File: src/rtl/fifo_pkg.sv
// Shared async-FIFO pointer types and Gray/binary helpers for both clock domains.
package fifo_pkg;

    localparam int PS                  = 4;
    localparam int DEFAULT_SYNC_STAGES = 2;
    localparam int GRAY_W              = 32;

    typedef logic [PS:0]       ptr_t;
    typedef logic [GRAY_W-1:0] gray_w_t;

    // Helpers work on a wide zero-extended word so any pointer width up to GRAY_W can use them.
    function automatic gray_w_t gray2bin(input gray_w_t g);
        gray_w_t b;
        b[GRAY_W-1] = g[GRAY_W-1];
        for (int i = GRAY_W - 2; i >= 0; i--) begin
            b[i] = b[i+1] ^ g[i];
        end
        return b;
    endfunction

    function automatic gray_w_t bin2gray(input gray_w_t b);
        return b ^ (b >> 1);
    endfunction

endpackage

File: src/rtl/sync_nff.sv
// Multi-flop clock-domain-crossing synchroniser with asynchronous active-low reset.
module sync_nff #(
    parameter int WIDTH  = 1,
    parameter int STAGES = 2
) (
    input  logic             clk,
    input  logic             rst_n,
    input  logic [WIDTH-1:0] d,
    output logic [WIDTH-1:0] q
);

    logic [WIDTH-1:0] stage [STAGES];

    // Pure flop chain: nothing may sit between stages.
    always_ff @(posedge clk or negedge rst_n) begin
        if (!rst_n) begin
            for (int i = 0; i < STAGES; i++) begin
                stage[i] <= '0;
            end
        end else begin
            stage[0] <= d;
            for (int i = 1; i < STAGES; i++) begin
                stage[i] <= stage[i-1];
            end
        end
    end

    assign q = stage[STAGES-1];

endmodule

File: src/rtl/wr_level_monitor.sv
// Write-domain FIFO status: synchronised read pointer, fill level, almost-full,
// high-water mark and sticky overflow.
module wr_level_monitor
    import fifo_pkg::*;
#(
    parameter int ps          = PS,
    parameter int SYNC_STAGES = DEFAULT_SYNC_STAGES,
    parameter int AF_SET      = 12,
    parameter int AF_CLR      = 10
) (
    input  logic        wclk,
    input  logic        wrst_n,
    input  logic [ps:0] rptr_gray,
    input  logic [ps:0] wptr_gray,
    input  logic        winc,
    input  logic        wfull,
    input  logic        clr_hwm,
    input  logic        clr_ovf,
    output logic [ps:0] wq2_rptr,
    output logic [ps:0] wlevel,
    output logic        walmost_full,
    output logic [ps:0] whwm,
    output logic        wovf
);

    localparam int          W        = ps + 1;
    localparam logic [ps:0] AF_SET_L = W'(AF_SET);
    localparam logic [ps:0] AF_CLR_L = W'(AF_CLR);
    localparam logic [ps:0] DEPTH_L  = W'(2 ** ps);

    if (ps < 1 || ps > GRAY_W - 2) begin : g_bad_ps
        $error("wr_level_monitor: ps=%0d out of range", ps);
    end
    if (SYNC_STAGES < 2) begin : g_bad_sync
        $error("wr_level_monitor: SYNC_STAGES=%0d must be >= 2", SYNC_STAGES);
    end
    if (AF_CLR < 0 || AF_CLR >= AF_SET || AF_SET > 2 ** ps) begin : g_bad_af
        $error("wr_level_monitor: need 0 <= AF_CLR < AF_SET <= 2**ps (AF_CLR=%0d AF_SET=%0d)",
               AF_CLR, AF_SET);
    end

    sync_nff #(
        .WIDTH  (W),
        .STAGES (SYNC_STAGES)
    ) u_rptr_sync (
        .clk   (wclk),
        .rst_n (wrst_n),
        .d     (rptr_gray),
        .q     (wq2_rptr)
    );

    logic [ps:0] wbin;
    logic [ps:0] rbin;
    logic [ps:0] diff;

    // Modulo-2**(ps+1) subtraction makes pointer wrap transparent; the stale
    // synchronised read pointer can only make the level read high, never low.
    assign wbin = W'(gray2bin(GRAY_W'(wptr_gray)));
    assign rbin = W'(gray2bin(GRAY_W'(wq2_rptr)));
    assign diff = wbin - rbin;

    always_ff @(posedge wclk or negedge wrst_n) begin
        if (!wrst_n) begin
            wlevel       <= '0;
            walmost_full <= 1'b0;
            whwm         <= '0;
            wovf         <= 1'b0;
        end else begin
            wlevel <= diff;

            if (diff >= AF_SET_L) begin
                walmost_full <= 1'b1;
            end else if (diff <= AF_CLR_L) begin
                walmost_full <= 1'b0;
            end

            if (clr_hwm || (diff > whwm)) begin
                whwm <= diff;
            end

            // A new overflow in the clearing cycle must not be lost.
            if (winc && wfull) begin
                wovf <= 1'b1;
            end else if (clr_ovf) begin
                wovf <= 1'b0;
            end
        end
    end

    a_level_legal: assert property (@(posedge wclk) disable iff (!wrst_n) diff <= DEPTH_L)
        else $error("wr_level_monitor: illegal fill level %0d", diff);

endmodule

File: config.mk
export PLATFORM = sky130hd
export DESIGN_NAME = wr_level_monitor
export DESIGN_NICKNAME = d
export VERILOG_FILES = /design/src/rtl/fifo_pkg.sv /design/src/rtl/sync_nff.sv /design/src/rtl/wr_level_monitor.sv
export SDC_FILE = /design/constraint.sdc
export NUM_CORES = 1
export LEC_CHECK = 0
export BUFFER_PORTS_ARGS = -buffer_cell sky130_fd_sc_hd__buf_2
export CORE_MARGIN = 2
export CORE_UTILIZATION = 44
export DETAILED_ROUTE_END_ITERATION = 6
export GPL_TIMING_DRIVEN = 0
export PLACE_DENSITY = 0.73
export SYNTH_ARGS = -nofsm -noshare
export SYNTH_HDL_FRONTEND = slang
export SYNTH_SLANG_ARGS = --single-unit
File: constraint.sdc
create_clock -name wclk -period 3.48 [get_ports wclk]
set_input_delay 0.348 -clock wclk [delete_from_list [all_inputs] [get_ports wclk]]
set_output_delay 0.348 -clock wclk [all_outputs]
set_load 0.005 [all_outputs]
# After elaboration in Yosys (flattened, before gate mapping)
# Cells that the tools add are included.
totals:
  out_inout_bits: 17
  word_cells: 26
  register_bits: 22
  in_bits: 16
classes:
  n_mux: 4
  bitwise: 8
  add_sub_neg: 1
  n_lt_le_gt_ge: 3
  n_reduce_logical: 4
op_table:
  columns: ["operator", "count"]
  rows:
  - ["XOR 1 bit", 8]
  - [">= comparator 5 x 4 -> 1 bit (second input constant)", 1]
  - ["greater-than comparator 5 bit", 1]
  - ["less-or-equal comparator 5 x 4 -> 1 bit (second input constant)", 1]
  - ["subtractor 5 bit", 1]
  - ["2-to-1 mux 1 bit", 4]
  - ["nonzero test 2 bit", 2]
  - ["logical AND 1 bit", 1]
  - ["logical OR 1 bit", 1]

# Longest topological paths before layout
depth:
  depth_word: 8
  ltp_mapped: 14
  mapped_depth_nobuf: 14

# Cells and area by module
# Synthesis repeated with hierarchy kept, for this count alone.
unflattened:
  cells_unflattened: 83
  area_unflattened_um2: 1058.5
by_module_without_submodules:
  columns: ["module", "area_per_inst_um2", "seq_area_each_um2", "n_inst", "cells_each"]
  rows:
  - ["wr_level_monitor", 770.7, 300.3, 1, 68]
  - ["sync_nff", 287.8, 250.2, 1, 15]

# Least setup slack after synthesis
# No wires, ideal clock.
synth_path:
  path_type: "input -> register"
  from: "in wptr_gray[2]"
  to: "reg whwm[2]"
  arrival_ps: 3594
  stages: 14
  path_buffers: 0
  setup_slack_ps: -239
  setup_ps: 125
  path_cell_list: "xor3_1 xnor2_1 xor2_1 ha_1 fa_1 inv_1 ha_1 nor2b_1 o21a_1 o21a_1 o21ai_0 nor2_1 nor3_4 mux2_2"
synth_between:
  elab_chain_cells: 6
synth_lines:
  columns: ["element", "line", "rtl"]
  rows:
  - ["start: declaration", "wr_level_monitor.sv:14", "input logic [ps:0] wptr_gray,"]
  - ["XOR 1 bit (*) (2 in a row)", "fifo_pkg.sv:16", "b[i] = b[i+1] ^ g[i];"]
  - ["XOR 1 bit", "fifo_pkg.sv:16", null]
  - ["subtractor 5 bit (*)", "wr_level_monitor.sv:60", "assign diff = wbin - rbin;"]
  - ["named net diff[1]", "wr_level_monitor.sv:54", "logic [ps:0] diff;"]
  - ["greater-than comparator 5 bit (*)", "wr_level_monitor.sv:77", "if (clr_hwm || (diff > whwm)) begin"]
  - ["logical OR 1 bit (*)", "wr_level_monitor.sv:77", null]
  - ["end signal: assignment", "wr_level_monitor.sv:78", "whwm <= diff;"]
  - ["end: declaration", "wr_level_monitor.sv:22", "output logic [ps:0] whwm,"]
# Mark *: on every way through the listed nets, which the timed path passes. The rest lies on a longest branch.
# A chain may end at the register's enable or synchronous reset.

# Final worst setup path
layout_path:
  from: "reg u_rptr_sync.stage, in the netlist u_rptr_sync.q[2]"
  to: "reg whwm[3]"
layout_between:
  elab_chain_cells: 6
layout_lines:
  columns: ["element", "line", "rtl"]
  rows:
  - ["start: declaration", "sync_nff.sv:12", "logic [WIDTH-1:0] stage [STAGES];"]
  - ["start signal: indexed assignment", "sync_nff.sv:23", "stage[i] <= stage[i-1];"]
  - ["XOR 1 bit (*) (2 in a row)", "fifo_pkg.sv:16", null]
  - ["XOR 1 bit", "fifo_pkg.sv:16", null]
  - ["subtractor 5 bit (*)", "wr_level_monitor.sv:60", null]
  - ["named net diff[1]", "wr_level_monitor.sv:54", null]
  - ["greater-than comparator 5 bit (*)", "wr_level_monitor.sv:77", null]
  - ["logical OR 1 bit (*)", "wr_level_monitor.sv:77", null]
# Marked as above.

==> impl_metrics.json <==
{
  "outcome": "finished, violations left",
  "failed_checks": "negative setup slack",
  "die_area_mm2": 0.00281,
  "layout_common_cells": "buf_2 (32), dfrtp_1 (22), buf_4 (13)",
  "antenna_found_initial": 0,
  "fillCellCount": 181,
  "setup_viol": 4,
  "synthMuxAreaShare_pct": 4.14,
  "ys_ff_latch": 22,
  "overflow": 0,
  "ant_nets": 0,
  "root_buffer": "clkbuf_4",
  "grt_util_all_layers_pct": 15.9,
  "nets": 153,
  "htree_levels": 1,
  "max_freq_mhz": 281,
  "tns_ps": -194,
  "syn2layout_area_growth_pct": 36.8,
  "ys_seq_area_share_pct": 52.0,
  "hold_path_startpoint": "rptr_gray[4]",
  "final_max_slew_viol_count": 0,
  "worst_skew_pair.late_latency_ps": 300,
  "start_util_pct": 47.4,
  "power_density_mw_per_mm2": 807,
  "end_kind": "register",
  "r2r_setup_slack_ps": -80,
  "critPathLaunchType": "register",
  "antenna_cells": 0,
  "regArea_um2": 551,
  "synth_cells": 83,
  "grt_max_degree": 23,
  "worst_hold_slack_ps": 138,
  "multi_input_area_um2": 497,
  "io_buffers": 32,
  "synth-simple-area-share_pct": 5.08,
  "die_w_um": 53.1,
  "clk_pin_slew_worst_paths_ps": 120,
  "crit_required_ps": 3680,
  "total_power_mw": 1.17,
  "ios": 33,
  "regToRegStartpoint": "u_rptr_sync.q[2]",
  "drive_gt1_share_pct": 54.7,
  "place_congestion": 0.713,
  "crit_path_max_fanout": 4,
  "cts_buffer_depth": 2,
  "hold_class": "in -> reg",
  "dpl.cell_count": 143,
  "avgViaCountPerCell": 4.69,
  "syn_nets": 107,
  "fin_util_pct": 64.8,
  "wl_per_cell_um": 12.2,
  "synth_xor_area_share_pct": 14.3,
  "syn_area_per_cell_um2": 12.8,
  "min_delay_path_depth": 1,
  "crit_type": "reg -> reg",
  "worst_slew_pin_slew_ps": 471,
  "numClockSinks": 22,
  "ys_types": 25,
  "drt_wl_total_um": 1910,
  "core_mm2": 0.00223,
  "rows": 17,
  "fp.dieH_um": 53.1,
  "grt_pass1_vias": 734,
  "cts_tree": "built",
  "setup_ws_ps": -83.3,
  "maxCapViolations": 0,
  "r2r-end": "whwm[3]",
  "synthesis.area_mm2": 0.00106,
  "synthAdderAreaFrac_pct": 11.2,
  "min_period_ps": 3560,
  "arrival_ps": 3760,
  "synth_top_family_by_area": "XOR/XNOR gates",
  "hold_violations": 0,
  "vias": 732,
  "drtIter0Drc": 8,
  "ys_warn_count": 0,
  "numCtsBuffers": 3,
  "ir_drop_v": 0.000610,
  "ff2ff_path_depth": 14,
  "slew_headroom_pct": 68.6,
  "dpl.hpwl_um": 1350,
  "clock_skew_ps": 6.36,
  "final_cell_count_no_fill": 156,
  "synth_compound_area_share_pct": 5.44,
  "rsz0062_at_grt": "true",
  "whs_endpoint": "u_rptr_sync.stage[9]",
  "grt_pass1_wl_um": 3130,
  "leakage_nw": 0.746,
  "period_share_pct": 102,
  "final_common_cell": "buf_2",
  "drt_pass1_iterations": 4,
  "drc": 0
}
-- area by class of cell --
class	instances	area share [%]
timing repair buffer	41	15.9
clock buffer	3	1.56
sequential	22	38.0
multi-input combinational	44	34.3
clock inverter	1	2.07
buffer	5	2.59
inverter	12	3.11
tap	28	2.42
-- stage by stage --
stage               setup WS [ps]  instance area, um2
finish                      -83.3                1450
detailed placement           -463                1260
CTS                         -80.3                1410
global placement             -381                1260
global route                 -230                1450
floorplan                   -93.1                1070
-- timing repair --
item                                    CTS  global route
buffers inserted                          5             3
cloned                                    0             0
endpoints found under the setup margin    4             4
hold buffers                              1             0
resized for setup                         8             5
endpoints found under the hold margin    13             0
pin swaps                                 2             1
-- synth_stat cells --
cell type   n  area [um2]
a21oi_2     1        8.76
inv_1      12        45.0
nor2_1      3        11.3
a21oi_1     1        5.00
a221oi_1    1        8.76
maj3_2      1        11.3
nand2_1     2        7.51
dfrtp_1    22         551
fa_1        1        20.0
xor2_2      1        16.3
xor2_1      4        35.0
xor3_1      1        23.8
buf_4       5        37.5
and3_1      1        6.26
xnor3_2     1        23.8
mux2_1      1        11.3
nand4_1     1        6.26
nor3_4      1        16.3
ha_1        7        87.6
o21ai_0     4        20.0
mux2i_1     1        10.0
o21a_1      2        15.0
mux2_2      2        22.5
xnor2_1     6        52.6
nor2b_1     1        6.26
-- registers in the layout, summed over array words and instances, names as in the netlist --
| register | cells |
|---|---|
| walmost_full | 1 |
| u_rptr_sync.q | 5 |
| wovf | 1 |
| u_rptr_sync.stage | 5 |
| whwm | 5 |
| wlevel | 5 |
-- critical path, stage by stage, from the launching register on --
cell     delay [ps]
dfrtp_1         400
xnor3_2         430
xor2_2          190
xnor2_1         150
ha_2            210
fa_1            440
inv_2           100
ha_4            200
nor2b_4         120
o21a_1          160
o21a_1          170
o21ai_2         160
nor2_2           70
nor3_4          270
mux2_2          370
-- worst max-delay path by stage --
| stage | start | end | slack, ps | cells after the start |
|---|---|---|---|---|
| global route | u_rptr_sync.q[2] | whwm[3] | -230 | 14 |
| CTS | u_rptr_sync.q[2] | whwm[3] | -80 | 14 |
| global placement | wptr_gray[3] | whwm[2] | -380 | 15 |
| detailed placement | wptr_gray[3] | whwm[2] | -460 | 15 |
| floorplan | wptr_gray[3] | whwm[2] | -90 | 14 |
| finish | u_rptr_sync.q[2] | whwm[3] | -80 | 14 |
-- power by group --
part	total [mW]	internal (mW)	switching [mW]	leakage, nW
Sequential	0.358	0.326	0.0321	0.255
Combinational	0.619	0.335	0.284	0.463
Clock	0.191	0.116	0.0747	0.0279
-- per-layer routing --
layer	vias up	GRT usage (%)	share of wire, %
met5	-	0	0
met4	0	7.69	1.8
met3	4	2.54	4.5
met2	22	29.4	55
met1	354	17.5	39
li1	352	-	-
-- cells by family after synthesis --
logic type,count (synthesis)
compound gates,9
xor+xnor,13
fa+ha+maj,9
buf+inv,17
flops,22
mux,4
simple gates,9
No activity file was read; power rests on OpenSTA's default activity.
